$ cat src/rtl/mem_port_arbiter.sv
// Single-port memory arbiter between instruction fetch and load/store, one transaction in flight.
// Optional feature: define MEM_ARB_RR_EN for round-robin on contention (default: data over fetch).
module mem_port_arbiter #(
  parameter int ADDR_W = 32,
  parameter int DATA_W = 32
) (
  input  logic                clk,
  input  logic                reset,
  input  logic                if_req,
  input  logic [ADDR_W-1:0]   if_addr,
  output logic                if_gnt,
  output logic                if_rvalid,
  output logic [DATA_W-1:0]   if_rdata,
  input  logic                d_req,
  input  logic                d_we,
  input  logic [ADDR_W-1:0]   d_addr,
  input  logic [DATA_W-1:0]   d_wdata,
  input  logic [DATA_W/8-1:0] d_be,
  output logic                d_gnt,
  output logic                d_rvalid,
  output logic [DATA_W-1:0]   d_rdata,
  output logic                mem_req,
  output logic                mem_we,
  output logic [ADDR_W-1:0]   mem_addr,
  output logic [DATA_W-1:0]   mem_wdata,
  output logic [DATA_W/8-1:0] mem_be,
  input  logic                mem_ready,
  input  logic                mem_rvalid,
  input  logic [DATA_W-1:0]   mem_rdata,
  output logic                stall,
  output logic                busy
);

  localparam logic [1:0] IDLE   = 2'd0;
  localparam logic [1:0] WAIT_I = 2'd1;
  localparam logic [1:0] WAIT_D = 2'd2;

  logic [1:0] state;
  logic [1:0] state_nxt;
  logic       pick_d;
  logic       issue;
  logic       accept;

`ifdef MEM_ARB_RR_EN
  logic last_d;

  // On contention the requester that did not win last time goes first.
  always_comb pick_d = d_req & (~if_req | ~last_d);

  always_ff @(posedge clk) begin
    if (reset)
      last_d <= 1'b0;
    else if (accept)
      last_d <= pick_d;
  end
`else
  // The data access belongs to the older instruction, so it always wins.
  always_comb pick_d = d_req;
`endif

  assign issue  = ~reset & (state == IDLE) & (if_req | d_req);
  assign accept = issue & mem_ready;

  always_comb begin
    mem_req   = issue;
    mem_we    = 1'b0;
    mem_addr  = '0;
    mem_wdata = '0;
    mem_be    = '0;
    if (issue) begin
      if (pick_d) begin
        mem_we    = d_we;
        mem_addr  = d_addr;
        mem_wdata = d_wdata;
        mem_be    = d_be;
      end else begin
        mem_addr  = if_addr;
        mem_be    = '1;
      end
    end
  end

  assign if_gnt    = accept & ~pick_d;
  assign d_gnt     = accept & pick_d;
  // Responses arriving outside a WAIT state are dropped.
  assign if_rvalid = ~reset & (state == WAIT_I) & mem_rvalid;
  assign d_rvalid  = ~reset & (state == WAIT_D) & mem_rvalid;
  assign if_rdata  = if_rvalid ? mem_rdata : '0;
  assign d_rdata   = d_rvalid ? mem_rdata : '0;
  assign busy      = ~reset & (state != IDLE);
  assign stall     = ~reset & ((if_req & ~if_rvalid) | (d_req & ~d_rvalid));

  always_comb begin
    state_nxt = state;
    case (state)
      IDLE:    if (accept) state_nxt = pick_d ? WAIT_D : WAIT_I;
      WAIT_I,
      WAIT_D:  if (mem_rvalid) state_nxt = IDLE;
      default: state_nxt = IDLE;
    endcase
  end

  always_ff @(posedge clk) begin
    if (reset)
      state <= IDLE;
    else
      state <= state_nxt;
  end

endmodule
$ cat config.mk
export PLATFORM = sky130hd
export DESIGN_NAME = mem_port_arbiter
export DESIGN_NICKNAME = d
export VERILOG_FILES = /design/src/rtl/mem_port_arbiter.sv
export SDC_FILE = /design/constraint.sdc
export NUM_CORES = 1
export LEC_CHECK = 0
export CAP_MARGIN = 20
export CORE_AREA = 2 2 107 109
export CTS_BUF_LIST = sky130_fd_sc_hd__clkbuf_8
export DETAILED_ROUTE_END_ITERATION = 10
export DIE_AREA = 0 0 109 111
export GPL_ROUTABILITY_DRIVEN = 0
export SLEW_MARGIN = 10
export SYNTH_ARGS = -nofsm -noshare
export SYNTH_HDL_FRONTEND = slang
export SYNTH_SLANG_ARGS = --single-unit
$ cat constraint.sdc
create_clock -name clk -period 1.7 [get_ports clk]
set_input_delay 0.17 -clock clk [delete_from_list [all_inputs] [get_ports clk]]
set_output_delay 0.17 -clock clk [all_outputs]
set_load 0.01 [all_outputs]
Yosys cells after proc, flatten, opt, wreduce, memory -nomap -nowiden
Cells that the tools add are included.

Register bits after elaboration: 2. Logic and storage cells: 42.

Eq/ne operators: 4. Mux-type cells: 14. Bitwise gates (word level): 19. Reductions and logical operators: 4.

Operators with widths (count): 32-bit 2-to-1 mux (6); 1-bit AND (13); 4-bit 2-to-1 mux (2); 2-bit 2-to-1 mux (3); 2-bit != test (second input constant) (2); 1-bit inverter (4); 2-bit case mux with 2 select lines (1); 2-bit by 1-bit == test with 1-bit output (second input constant) (1); 2-bit == test (second input constant) (1); 2-bit logical NOT (1); 1-bit 2-to-1 mux (2); 1-bit OR (2); 2-bit AND reduction (1); 2-bit nonzero test (1); 2-bit OR reduction (1).

Longest topological paths before layout
Depth after elaboration: 7. Depth in mapped cells: 6. Gate-level depth less buffers: 5.

Worst setup path before layout
OpenSTA, ideal clock, no wires.

Path type: register -> output. From: reg state[0]. To: out mem_addr[0]. Arrival time: 1.210 ns. Required time: 1.530 ns. Setup slack: 0.320 ns. Cell stages (with the launch flop): 7. Buffers on the path: 1. Cell sequence: dfxtp_1 -> inv_1 -> ha_1 -> nand2b_4 -> o21bai_4 -> buf_4 -> nor2_1.

Longest elaborated chain between the ends: 4.

RTL lines: from (decl) (RTL line 38) `logic [1:0] state;`; from (signal assigned) (RTL line 107) `state <= state_nxt;`; 2-bit logical NOT (RTL line 61) `assign issue = ~reset & (state == IDLE) & (if_req | d_req);`; 1-bit AND (2 in series) (RTL line 61); 32-bit 2-to-1 mux (RTL line 70) `if (issue) begin`; to (decl) (RTL line 24) `output logic [ADDR_W-1:0] mem_addr,`.

Every way passes these cells.

Worst setup path in the final report
From: reg state[0]. To: out d_rdata[25].

Longest elaborated chain between the ends: 4.

RTL lines: 2-bit == test (RTL line 87) `assign d_rvalid = ~reset & (state == WAIT_D) & mem_rvalid;`; 1-bit AND (2 in series) (RTL line 87); 32-bit 2-to-1 mux (RTL line 89) `assign d_rdata = d_rvalid ? mem_rdata : '0;`; to (decl) (RTL line 21) `output logic [DATA_W-1:0] d_rdata,`.

Every way passes these cells.

==> flow_summary_export.csv <==
group,metric,value,unit
outcome,status,"finished with violations",
outcome,violations,"setup timing",
worst_setup_path,crit_start,"state[0]$_SDFFE_PP0P_",
sta,finalMaxSlewViolations,0,
worst_hold_path,hp-start,"reset",
worst_setup_path,cp_slowest_stage_delay,0.32,ns
sta,period_share,107,%
clock_tree,cts.path.max_buffers,2,
synthesis,syn-instance-count,213,
routing,viasPerCell,4.02,
clock_tree,cts_made_buffers,3,
final_layout,top_register,"state",
sta,setup_viol,11,
sta,fin_skew,0.00302,ns
clock_tree,clk_pin_slew,0.03,ns
final_layout,diodes,0,
final_layout,final_nets,657,
die,die_w,109,um
worst_setup_path,worst-path-max-fanout,7,
worst_setup_path,worst_setup_path_end_kind,"primary output",
routing,first_pass_iters,4,
grt,grt_pass1_wl,13400,um
synthesis,ys_seq_area_share,2.80,%
synthesis,yosysTopAreaCell,"and2_1",
synthesis,synth_area,1430,um^2
synthesis,synth_area_per_cell,6.71,um^2
sta,rsz0062_at_grt,"yes",
synthesis,synthTopCellsByCount,"94 x and2_1, 34 x nor2_1, 32 x mux2i_1",
synthesis,ys.flop_type,"dfxtp_1",
worst_setup_path,crit_chain,"inv_2, buf_6, ha_4, and3_4, buf_12, buf_16, buf_6, and2_4, buf_6",
power,p_per_area,255,nW/um^2
synthesis,ys_warn_count,0,
worst_setup_path,cp.required,1.53,ns
power,vdd_drop_max,219,uV
synthesis,synth-seq-cells,2,
clock_tree,hold_buffers,0,
grt,grt_max_degree,33,
routing,final_antenna_net_count,0,
routing,avgRoutedWirePerCell,15.1,um
sta,tightest_slew,0.364,ns
clock_tree,clk_latency,0.21,ns
routing,wl,9920,um
die,dieArea,12100,um^2
die,core-area,11100,um^2
grt,antenna_found_initial,0,
power,p_total,1.19,mW
worst_setup_path,critPathMostFrequentCell,"buf_6",
sta,tns,-0.595,ns
worst_setup_path,reg2reg_from,"state[1]$_SDFFE_PP0P_",
die,rows,39,
clock_tree,root_buffer,"clkbuf_8",
clock_tree,htree_levels,1,
final_layout,largestRegisters,"state (2)",
die,io_pins,279,
die,start_util,12.9,%
final_layout,syn_to_final_growth,228,%
sta,hold_violations,0,
place,portBuffers,278,
routing,vias,2640,
final_layout,largest_reg_flops,2,
final_layout,drive_above_1_share,48.3,%
sta,max_freq,0.552,GHz
clock_tree,cts_tree,"built",
routing,dr.first_iter.drc_count,58,
sta,worst_slack,-0.112,ns
worst_setup_path,start_kind,"register",
run,cap_violations,0,
worst_setup_path,arrival,1.64,ns
grt,track_usage,14.2,%
sta,finalCriticalPeriod,1.81,ns
worst_hold_path,hold_class,"in -> reg",
synthesis,yosysTopAreaCellShare,41.1,%
synthesis,yosysMostFrequentCell,"and2_1",
worst_setup_path,worstSetupPathType,"reg -> out",
synthesis,synth_nets,355,
synthesis,synthArstFlopShare,0,%
worst_setup_path,cp_slowest_cell,"dfxtp_2",
die,die_y,111,um
sta,max_slew_margin,75.1,%
synthesis,synth_cell_types,25,
clock_tree,cts_sinks,2,
grt,grt_overflow,0,
routing,route.detailed.drc,0,
synthesis,synth_top_cells_by_area,"and2_1 41%, mux2i_1 22%, nor2_1 8.9%",
synthesis,synth_edf_count,0,
place,dp_hpwl,7550,um
power,p_leak,2.32,nW
grt,first_global_vias,2704,
-- final cells by class --
| cell class | instances | area [um^2] |
|---|---|---|
| inverters | 8 | 32.5 |
| clock buffers | 3 | 41.3 |
| fillers | 1136 | 6380 |
| well taps | 143 | 179 |
| multi-input cells | 186 | 1500 |
| flip-flops and latches | 2 | 42.5 |
| repair buffers | 314 | 2900 |
-- placed cells by master, fill, tap and decap left out, types with 2 or more instances in the layout --
cell type and n:
dfxtp_2 2, inv_1 6, buf_2 68, and2_2 3, ha_4 3, and2_4 34
and2_1 61, buf_4 12, a21oi_1 3, nor2_4 13, mux2i_1 32, buf_16 3
nor2_1 15, buf_12 10, nand2_1 3, nor2_2 6, clkbuf_16 4, clkbuf_2 29
clkdlybuf4s50_1 137, dlygate4sd2_1 3, buf_6 48, clkbuf_8 3, and3_4 2
-- per-stage QoR --
| step | area (um^2) | cells | hold WS (ns) | util, % | worst slack [ns] |
|---|---|---|---|---|---|
| after detailed placement | 4500 | 637 | 0.573 | 40.6 | -0.358 |
| after global routing | 4690 | 656 | 0.589 | 42.4 | -0.161 |
| after floorplan | 1430 | 213 | 0.383 | - | 0.320 |
| final | 4690 | 656 | 0.554 | 42.4 | -0.112 |
| after CTS | 4670 | 652 | 0.569 | 42.1 | -0.142 |
| after global placement | 4500 | 637 | 0.559 | 40.6 | -0.350 |
-- where the power goes --
part | total [mW] | internal [mW] | switching, mW
clock network | 0.182 | 0.149 | 0.0325
registers | 0.0523 | 0.0503 | 0.00199
logic | 0.960 | 0.595 | 0.366
total | 1.19 | 0.795 | 0.400
-- path summary, 6_finish.rpt --
path         cells past startpoint  slack [ns]                     to
min reg2reg                      2        0.60  state[0]$_SDFFE_PP0P_
max                              9       -0.11            d_rdata[25]
max reg2reg                      6        0.30  state[1]$_SDFFE_PP0P_
min                              3        0.55  state[1]$_SDFFE_PP0P_
-- critical path: cells and delay by family, from the launching register on --
kind                       cells  cell delay, ns
DFF                            1            0.32
and+or+nand+nor                2            0.32
adders and majority gates      1            0.14
buffers and inverters          6            0.65
-- metal layers --
layer,track usage (%),vias up,routed length [um]
li1,-,1281,-
met4,3.59,0,153
met2,29.1,164,5490
met1,13.1,1185,3160
met5,0,-,0
met3,3.88,10,1110
-- kinds of logic (layout without fill, tap and decap cells) --
logic type,after synthesis,count (layout),synth area share (%)
compound gates,10,10,5.51
fa+ha+maj,3,3,2.62
flops,2,2,2.80
simple gates,141,141,56.9
buf+inv,25,325,9.80
mux,32,32,22.4
-- timing repair --
action | in CTS | in global routing
gates resized for setup | 509 | 153
setup buffers | 7 | 3
gates cloned | 5 | 5
pin swaps | 20 | 17
setup endpoints to repair | 139 | 125
No activity file was read; power rests on OpenSTA's default activity.
